$ cat src/rtl/dcache_refill_unit_if.sv
// rtl/dcache_refill_unit_if.sv - handshake/bus bundle for the dcache refill engine
// Groups the miss-handler request, the memory AR/R channels, the data bank
// write port and the completion/status signals.
//   slave  : view of the refill engine
//   master : view of the surrounding miss handler, memory and bank array
interface dcache_refill_unit_if #(
  parameter int NBANKS = 4,
  parameter int SET_W  = 6,
  parameter int WAYS   = 4,
  parameter int DATA_W = 32,
  parameter int ADDR_W = 32
);
  logic                  req_valid;
  logic                  req_ready;
  logic [ADDR_W-1:0]     req_addr;
  logic [WAYS-1:0]       req_way;

  logic                  mem_ar_valid;
  logic                  mem_ar_ready;
  logic [ADDR_W-1:0]     mem_ar_addr;
  logic [7:0]            mem_ar_len;

  logic                  mem_r_valid;
  logic                  mem_r_ready;
  logic [DATA_W-1:0]     mem_r_data;
  logic                  mem_r_last;

  logic [NBANKS-1:0]     bank_w_en;
  logic [SET_W-1:0]      bank_w_set;
  logic [WAYS-1:0]       bank_w_way;
  logic [DATA_W-1:0]     bank_w_data;
  logic [DATA_W/8-1:0]   bank_w_mask;

  logic                  done;
  logic                  done_err;
  logic                  busy;

  modport slave (
    input  req_valid, req_addr, req_way,
    output req_ready,
    output mem_ar_valid, mem_ar_addr, mem_ar_len,
    input  mem_ar_ready,
    input  mem_r_valid, mem_r_data, mem_r_last,
    output mem_r_ready,
    output bank_w_en, bank_w_set, bank_w_way, bank_w_data, bank_w_mask,
    output done, done_err, busy
  );

  modport master (
    output req_valid, req_addr, req_way,
    input  req_ready,
    input  mem_ar_valid, mem_ar_addr, mem_ar_len,
    output mem_ar_ready,
    output mem_r_valid, mem_r_data, mem_r_last,
    input  mem_r_ready,
    input  bank_w_en, bank_w_set, bank_w_way, bank_w_data, bank_w_mask,
    input  done, done_err, busy
  );
endinterface

$ cat src/rtl/dcache_refill_unit.sv
// rtl/dcache_refill_unit.sv - cache-line refill engine feeding the per-way data banks
// Accepts a refill request, issues one burst read of NBANKS beats and writes
// beat i into bank i of the latched set/way one cycle after it is accepted.
//   clock, reset : clock and asynchronous active-low reset
//   bus (slave)  : request, memory AR/R, bank write port, done/done_err/busy
module dcache_refill_unit #(
  parameter int NBANKS = 4,
  parameter int SET_W  = 6,
  parameter int WAYS   = 4,
  parameter int DATA_W = 32,
  parameter int ADDR_W = 32
) (
  input  logic                 clock,
  input  logic                 reset,
  dcache_refill_unit_if.slave  bus
);

  localparam int OFF   = $clog2(NBANKS) + 2;
  localparam int IDX_W = (NBANKS > 1) ? $clog2(NBANKS) : 1;
  localparam int CNT_W = IDX_W + 1;

  typedef enum logic [2:0] {
    S_IDLE,
    S_ADDR,
    S_RECV,
    S_FLUSH,
    S_DONE
  } state_t;

  state_t              state_q, state_d;
  logic [ADDR_W-1:0]   addr_q, addr_d;
  logic [SET_W-1:0]    set_q, set_d;
  logic [WAYS-1:0]     way_q, way_d;
  logic [CNT_W-1:0]    cnt_q, cnt_d;
  logic                err_q, err_d;
  logic                wr_pend_q, wr_pend_d;
  logic [IDX_W-1:0]    wr_idx_q, wr_idx_d;
  logic [DATA_W-1:0]   wr_data_q, wr_data_d;

  // Byte-offset and bank-select bits of the miss address are discarded.
  logic unused_addr_bits;
  assign unused_addr_bits = ^bus.req_addr[OFF-1:0];

  always_ff @(posedge clock or negedge reset) begin
    if (!reset) begin
      state_q   <= S_IDLE;
      addr_q    <= '0;
      set_q     <= '0;
      way_q     <= '0;
      cnt_q     <= '0;
      err_q     <= 1'b0;
      wr_pend_q <= 1'b0;
      wr_idx_q  <= '0;
      wr_data_q <= '0;
    end else begin
      state_q   <= state_d;
      addr_q    <= addr_d;
      set_q     <= set_d;
      way_q     <= way_d;
      cnt_q     <= cnt_d;
      err_q     <= err_d;
      wr_pend_q <= wr_pend_d;
      wr_idx_q  <= wr_idx_d;
      wr_data_q <= wr_data_d;
    end
  end

  always_comb begin
    state_d   = state_q;
    addr_d    = addr_q;
    set_d     = set_q;
    way_d     = way_q;
    cnt_d     = cnt_q;
    err_d     = err_q;
    // The write register holds a beat for exactly one cycle.
    wr_pend_d = 1'b0;
    wr_idx_d  = wr_idx_q;
    wr_data_d = wr_data_q;

    case (state_q)
      S_IDLE: begin
        if (bus.req_valid) begin
          addr_d  = {bus.req_addr[ADDR_W-1:OFF], {OFF{1'b0}}};
          set_d   = bus.req_addr[SET_W+OFF-1:OFF];
          way_d   = bus.req_way;
          cnt_d   = '0;
          err_d   = 1'b0;
          state_d = S_ADDR;
        end
      end
      S_ADDR: begin
        if (bus.mem_ar_ready) state_d = S_RECV;
      end
      S_RECV: begin
        if (bus.mem_r_valid) begin
          if (cnt_q < CNT_W'(NBANKS)) begin
            wr_pend_d = 1'b1;
            wr_idx_d  = cnt_q[IDX_W-1:0];
            wr_data_d = bus.mem_r_data;
            cnt_d     = cnt_q + CNT_W'(1);
          end else begin
            // Counter saturated: beat is dropped and the refill is flagged.
            err_d = 1'b1;
          end
          if (bus.mem_r_last) begin
            state_d = S_FLUSH;
            if ((cnt_q + CNT_W'(1)) != CNT_W'(NBANKS)) err_d = 1'b1;
          end
        end
      end
      S_FLUSH: state_d = S_DONE;
      S_DONE:  state_d = S_IDLE;
      default: state_d = S_IDLE;
    endcase
  end

  logic [NBANKS-1:0] bank_one_hot;
  assign bank_one_hot = {{(NBANKS-1){1'b0}}, 1'b1} << wr_idx_q;

  assign bus.req_ready    = (state_q == S_IDLE);
  assign bus.mem_ar_valid = (state_q == S_ADDR);
  assign bus.mem_ar_addr  = addr_q;
  // Length is only driven while the request is offered so every output is 0 in reset.
  assign bus.mem_ar_len   = (state_q == S_ADDR) ? 8'(NBANKS - 1) : 8'd0;
  assign bus.mem_r_ready  = (state_q == S_RECV);

  // Async reset clears wr_pend_q, which removes the enable immediately.
  assign bus.bank_w_en    = wr_pend_q ? bank_one_hot : '0;
  assign bus.bank_w_set   = set_q;
  assign bus.bank_w_way   = way_q;
  assign bus.bank_w_data  = wr_data_q;
  assign bus.bank_w_mask  = {(DATA_W/8){wr_pend_q}};

  assign bus.done         = (state_q == S_DONE);
  assign bus.done_err     = (state_q == S_DONE) && err_q;
  assign bus.busy         = (state_q != S_IDLE);

endmodule

$ cat src/flat_wrapper.sv
// flat-port wrapper written by rule: the top's interface ports become plain ports
module dcache_refill_unit_flat 
#(
  parameter int NBANKS = 4,
  parameter int SET_W  = 6,
  parameter int WAYS   = 4,
  parameter int DATA_W = 32,
  parameter int ADDR_W = 32
)
  (clock, reset, bus_req_valid, bus_req_addr, bus_req_way, bus_req_ready, bus_mem_ar_valid, bus_mem_ar_addr, bus_mem_ar_len, bus_mem_ar_ready, bus_mem_r_valid, bus_mem_r_data, bus_mem_r_last, bus_mem_r_ready, bus_bank_w_en, bus_bank_w_set, bus_bank_w_way, bus_bank_w_data, bus_bank_w_mask, bus_done, bus_done_err, bus_busy);
  dcache_refill_unit_if #(.NBANKS(NBANKS), .SET_W(SET_W), .WAYS(WAYS), .DATA_W(DATA_W), .ADDR_W(ADDR_W)) bus_i ();
  input  logic clock;
  input  logic reset;
  input wire logic [$bits(bus_i.req_valid)-1:0] bus_req_valid;
  input wire logic [$bits(bus_i.req_addr)-1:0] bus_req_addr;
  input wire logic [$bits(bus_i.req_way)-1:0] bus_req_way;
  output wire logic [$bits(bus_i.req_ready)-1:0] bus_req_ready;
  output wire logic [$bits(bus_i.mem_ar_valid)-1:0] bus_mem_ar_valid;
  output wire logic [$bits(bus_i.mem_ar_addr)-1:0] bus_mem_ar_addr;
  output wire logic [$bits(bus_i.mem_ar_len)-1:0] bus_mem_ar_len;
  input wire logic [$bits(bus_i.mem_ar_ready)-1:0] bus_mem_ar_ready;
  input wire logic [$bits(bus_i.mem_r_valid)-1:0] bus_mem_r_valid;
  input wire logic [$bits(bus_i.mem_r_data)-1:0] bus_mem_r_data;
  input wire logic [$bits(bus_i.mem_r_last)-1:0] bus_mem_r_last;
  output wire logic [$bits(bus_i.mem_r_ready)-1:0] bus_mem_r_ready;
  output wire logic [$bits(bus_i.bank_w_en)-1:0] bus_bank_w_en;
  output wire logic [$bits(bus_i.bank_w_set)-1:0] bus_bank_w_set;
  output wire logic [$bits(bus_i.bank_w_way)-1:0] bus_bank_w_way;
  output wire logic [$bits(bus_i.bank_w_data)-1:0] bus_bank_w_data;
  output wire logic [$bits(bus_i.bank_w_mask)-1:0] bus_bank_w_mask;
  output wire logic [$bits(bus_i.done)-1:0] bus_done;
  output wire logic [$bits(bus_i.done_err)-1:0] bus_done_err;
  output wire logic [$bits(bus_i.busy)-1:0] bus_busy;
  assign bus_i.req_valid = bus_req_valid;
  assign bus_i.req_addr = bus_req_addr;
  assign bus_i.req_way = bus_req_way;
  assign bus_req_ready = bus_i.req_ready;
  assign bus_mem_ar_valid = bus_i.mem_ar_valid;
  assign bus_mem_ar_addr = bus_i.mem_ar_addr;
  assign bus_mem_ar_len = bus_i.mem_ar_len;
  assign bus_i.mem_ar_ready = bus_mem_ar_ready;
  assign bus_i.mem_r_valid = bus_mem_r_valid;
  assign bus_i.mem_r_data = bus_mem_r_data;
  assign bus_i.mem_r_last = bus_mem_r_last;
  assign bus_mem_r_ready = bus_i.mem_r_ready;
  assign bus_bank_w_en = bus_i.bank_w_en;
  assign bus_bank_w_set = bus_i.bank_w_set;
  assign bus_bank_w_way = bus_i.bank_w_way;
  assign bus_bank_w_data = bus_i.bank_w_data;
  assign bus_bank_w_mask = bus_i.bank_w_mask;
  assign bus_done = bus_i.done;
  assign bus_done_err = bus_i.done_err;
  assign bus_busy = bus_i.busy;
  dcache_refill_unit #(.NBANKS(NBANKS), .SET_W(SET_W), .WAYS(WAYS), .DATA_W(DATA_W), .ADDR_W(ADDR_W)) u_core (.clock(clock), .reset(reset), .bus(bus_i));
endmodule
$ cat config.mk
export PLATFORM = sky130hd
export DESIGN_NAME = dcache_refill_unit_flat
export DESIGN_NICKNAME = d
export VERILOG_FILES = /design/src/rtl/dcache_refill_unit_if.sv /design/src/rtl/dcache_refill_unit.sv /design/src/flat_wrapper.sv
export SDC_FILE = /design/constraint.sdc
export NUM_CORES = 1
export LEC_CHECK = 0
export ABC_CLOCK_PERIOD_IN_PS = 5100
export BUFFER_PORTS_ARGS = -buffer_cell sky130_fd_sc_hd__buf_2
export CAP_MARGIN = 20
export CELL_PAD_IN_SITES_DETAIL_PLACEMENT = 2
export CELL_PAD_IN_SITES_GLOBAL_PLACEMENT = 2
export CORE_MARGIN = 4
export CORE_UTILIZATION = 30
export CTS_BUF_LIST = sky130_fd_sc_hd__clkbuf_16
export DETAILED_ROUTE_END_ITERATION = 10
export GPL_ROUTABILITY_DRIVEN = 1
export GPL_TIMING_DRIVEN = 0
export PLACE_DENSITY = 0.95
export SLEW_MARGIN = 20
export SYNTH_ARGS = -nofsm -noshare
export SYNTH_HDL_FRONTEND = slang
export SYNTH_SLANG_ARGS = --single-unit
$ cat constraint.sdc
create_clock -name clock -period 5.1 [get_ports clock]
set_clock_uncertainty 0.1 [all_clocks]
set_input_delay 0.255 -clock clock [delete_from_list [all_inputs] [get_ports clock]]
set_output_delay 0.255 -clock clock [all_outputs]
set_load 0.02 [all_outputs]
Word level (Yosys, flattened, before mapping)
Cells that the tools add are included.

Flip-flop bits (word level): 80. Memory bits (writable): 0. Latch bits: 0. Bits of input ports: 74. Bits in read-only memories: 0. Output and inout port bits: 96. Memories kept: 0.

Magnitude comparators: 1. Shift operators: 1. Mux-type cells: 20. Reductions and logical operators: 9. Bitwise gates (word level): 0. Eq/ne operators: 10. Add/subtract/negate cells: 1. $mul: 0. Div/mod/pow operators: 0.

Operators with widths (count): $mux 3 (7); $pmux 3 s4 (1); $mux 1 (8); $reduce_and 4->1 (2); $eq 3x2->1 const B (2); $ne 2x2->1 const B (3); $pmux 3 s2 (1); $reduce_and 3->1 (2); $mux 4 (1); $ne 2x1->1 const B (2); $shl 1x2->4 const A (1); $add 3x1->3 const B (1); $eq 3x1->1 const B (1); $eq 3x3->1 const B (1); $logic_not 3->1 (1); $lt 3x3->1 const B (1); $ne 3x3->1 const B (1); $reduce_bool 3->1 (1); $mux 2 (1); $pmux 1 s2 (1); $reduce_and 2->1 (1); $reduce_bool 2->1 (1); $logic_and 1x1->1 (1).

Logic depth before layout (Yosys ltp)
Depth after elaboration: 6. Depth in mapped cells: 6. Depth with buffers taken out: 5.

Worst setup path after synthesis
OpenSTA, ideal clock, no wires.

Path kind: register to output. From: reg u_core.state_q[1]. To: out bus_mem_ar_len[0]. Path buffers: 3. Required time: 4745 ps. Path slack: 3115 ps. Cell stages (with the launch flop): 5. Data arrival time: 1630 ps. Path through: dfrtp_1 clkbuf_1 clkbuf_1 nor3b_1 buf_4.

Word-level cells in the longest chain between the ends: 2.

RTL lines: start: declaration (RTL line dcache_refill_unit.sv:30) `state_t state_q, state_d;`; start signal: assignment (RTL line dcache_refill_unit.sv:56) `state_q <= state_d;`; $eq 3x1->1; via bus_mem_ar_valid (RTL line flat_wrapper.sv:18) `output wire logic [$bits(bus_i.mem_ar_valid)-1:0] bus_mem_ar_valid;`; $mux 2 (RTL line dcache_refill_unit.sv:124) `assign bus.mem_ar_len = (state_q == S_ADDR) ? 8'(NBANKS - 1) : 8'd0;`; end: declaration (RTL line flat_wrapper.sv:20) `output wire logic [$bits(bus_i.mem_ar_len)-1:0] bus_mem_ar_len;`.

The timed path passes the listed nets, and every way through them passes these cells.

Worst setup path after layout
From: reg u_core.state_q[1]. To: out bus_mem_ar_len[1].

Word-level cells in the longest chain between the ends: 2.

RTL lines (RTL line): $eq 3x1->1 (dcache_refill_unit.sv:124); $mux 2 (dcache_refill_unit.sv:124).

No other way between the ends.

==> results.json <==
{
  "status": "finished clean",
  "synthCells": 215,
  "synthSimpleGateAreaFrac_pct": 5.20,
  "clk_pin_slew_ns": 0.06,
  "hpwl_um": 7020,
  "tns_ns": 0,
  "ctsHoldBuffers": 1,
  "multi_input_area_mm2": 0.00105,
  "hold_viol": 0,
  "overflow": 0,
  "gp_congestion": 0.692,
  "cts_buffers": 9,
  "netlist_top_cells_area": "dfrtp_1 (59%), mux2_2 (21%), buf_4 (5.2%)",
  "ios": 170,
  "ir_drop_mv": 0.268,
  "hp-class": "in2reg",
  "synthAdderAreaFrac_pct": 0.794,
  "synth_top_area_share_pct": 58.8,
  "arrival_ns": 1.87,
  "r2r-end": "u_core.bus.bank_w_data[4]",
  "wirelength_met1_um": 3200,
  "fin_nets": 468,
  "whs_path_depth": 2,
  "synth_flop_cell": "dfrtp_1",
  "syn_area_mm2": 0.00315,
  "path_class": "reg2out",
  "wl_met2_um": 4620,
  "endpoint_kind": "output pin",
  "worst-r2r-cell-count": 5,
  "holdWs_ns": 0.0487,
  "diodes": 0,
  "cts-root-buf": "clkbuf_16",
  "setup_viol": 0,
  "holdPathEnd": "u_core.bus.bank_w_data[11]",
  "wl_met3_um": 747,
  "ys_types": 33,
  "rsz0062_at_grt": "false",
  "fp.dieH_um": 110,
  "drive_gt1_share_pct": 66.0,
  "ant_nets": 0,
  "antenna_found_initial": 0,
  "die-area_mm2": 0.0122,
  "grt_max_degree": 43,
  "yosysSeqAreaShare_pct": 58.8,
  "grt_pass1_wl_um": 14400,
  "cts_max_path_buffers": 2,
  "drt-total-wl_um": 8740,
  "yosys.area.top_type": "dfrtp_1",
  "dr.first_iter.drc_count": 42,
  "drv_slew": 0,
  "synth-edff-count": 0,
  "async_flop_share_pct": 100,
  "min_from": "bus_mem_r_data[11]",
  "synth_xor_xnor_area_share_pct": 0,
  "required_ns": 4.74,
  "synth_compound_area_share_pct": 2.70,
  "grt_util_all_layers_pct": 14.7,
  "cts_max_level": 3,
  "power.density_mw_per_mm2": 693,
  "numPortBuffers": 155,
  "regArea_mm2": 0.00185,
  "dr.max_layer_used": "met4",
  "cap_violations": 0,
  "syn2layout_area_growth_pct": 41.2,
  "vias_per_cell": 4.44,
  "worst-path-max-fanout": 10,
  "r2r_slack_ns": 3.12,
  "ys_warn_count": 0,
  "synth_top_family_by_area": "multiplexers",
  "syn_area_per_cell_um2": 14.7,
  "vias": 2367,
  "post-route-period-util_pct": 43.6,
  "clock_sinks": 74,
  "final_common_cell": "buf_2",
  "fmax_mhz": 450,
  "ys_seq_elements": 74,
  "core.rowCount": 37,
  "cts_resized": 0,
  "start_util_pct": 30.7,
  "min_period_ns": 2.22,
  "cts_tree": "yes",
  "first_pass_iters": 4,
  "leakagePower_nw": 2.27,
  "core_area_mm2": 0.0103,
  "clk_latency_ns": 0.33,
  "final_cell_mix": "buf_2 (154), dfrtp_1 (74), mux2_2 (60), buf_4 (23), conb_1 (10)",
  "r2r_start": "u_core.state_q[1]",
  "fillers": 1095,
  "postCtsSetupBuffers": 0,
  "drc": 0,
  "grt_pass1_vias": 2741,
  "start_kind": "flip-flop",
  "dieWidth_um": 110,
  "wl_per_cell_um": 16.4,
  "synth.mux.area_fraction_pct": 23.6
}
==> Yosys cell counts (2+ instances only) <==
library cell and number:
inv_1 4, nor2_1 4, mux2_1 6, and3b_1 2, nor2b_1 2, mux2_2 60
nand2_1 3, and2_1 2, buf_4 22, nand3b_1 2, nor3b_1 3, buf_6 8
ha_1 2, nand2b_1 2, clkbuf_1 2, dfrtp_1 74
==> final cells by class <==
type	count	area share, %
repair buffers	157	18.2
plain buffers	32	5.91
multi-input cells	114	23.7
clock buffers	9	5.06
well taps	136	3.82
inverters	4	0.337
flip-flops and latches	74	41.6
clock inverters	7	1.38
==> logic make-up (layout without fill, tap and decap cells) <==
family          after synthesis  after routing
mux                          66             66
other cells                   1             10
buf+inv                      36            209
compound gates               11             11
fa+ha+maj                     2              2
simple gates                 25             25
flops                        74             74
==> state kept, by name, summed over array words and instances (netlist names) <==
register and cells:
u_core.wr_idx_q 2, u_core.err_q 1, u_core.bus.bank_w_way 4, u_core.cnt_q 3
u_core.bus.bank_w_set 5, u_core.bus.mem_ar_addr 23, u_core.state_q 3, u_core.bus.bank_w_data 32
u_core.wr_pend_q 1
==> worst max path at each step <==
stage,start,to,slack [ns],cells after the start
final,u_core.state_q[1],bus_mem_ar_len[1],2.88,5
after global routing,u_core.state_q[1],bus_mem_ar_len[0],2.67,5
after CTS,u_core.state_q[1],bus_mem_ar_len[0],2.84,5
after detailed placement,u_core.state_q[1],u_core.bus.bank_w_data[4],3.09,5
after global placement,u_core.state_q[0],u_core.bus.bank_w_way[3],3.13,6
after floorplan,u_core.state_q[1],bus_mem_ar_len[0],3.12,4
==> per-stage QoR <==
| step | util, % | setup WS [ns] | instances | area, um2 | power, mW |
|---|---|---|---|---|---|
| 4_1_cts | 43.3 | 2.84 | 533 | 4450 | 3.15 |
| 2_1_floorplan | - | 3.12 | 224 | 3180 | 1.99 |
| 5_1_grt | 43.3 | 2.67 | 533 | 4450 | 3.29 |
| 3_5_place_dp | 40.4 | 3.09 | 516 | 4150 | 2.52 |
| 6_report | 43.3 | 2.88 | 533 | 4450 | 3.09 |
| 3_3_place_gp | 40.2 | 3.13 | 515 | 4130 | 2.43 |
==> critical path, cell delays in order, from the launching register on <==
cell      delay [ns]
dfrtp_1         0.36
clkbuf_1        0.21
clkbuf_1        0.27
nor3b_1         0.38
buf_4           0.17
buf_2           0.15
==> layer usage <==
layer / vias to the layer above / GRT usage (%)
li1: 1065 / -
met1: 1178 / 15.1
met2: 111 / 27.1
met3: 13 / 5.15
met4: 0 / 5.83
met5: - / 0
==> report_power, final <==
| part | internal [mW] | total (mW) | switching, mW |
|---|---|---|---|
| Clock | 0.373 | 0.604 | 0.231 |
| Sequential | 0.879 | 1.04 | 0.164 |
| Combinational | 0.627 | 1.44 | 0.810 |
| Total | 1.88 | 3.09 | 1.21 |
(Power assumes the default switching activity.)
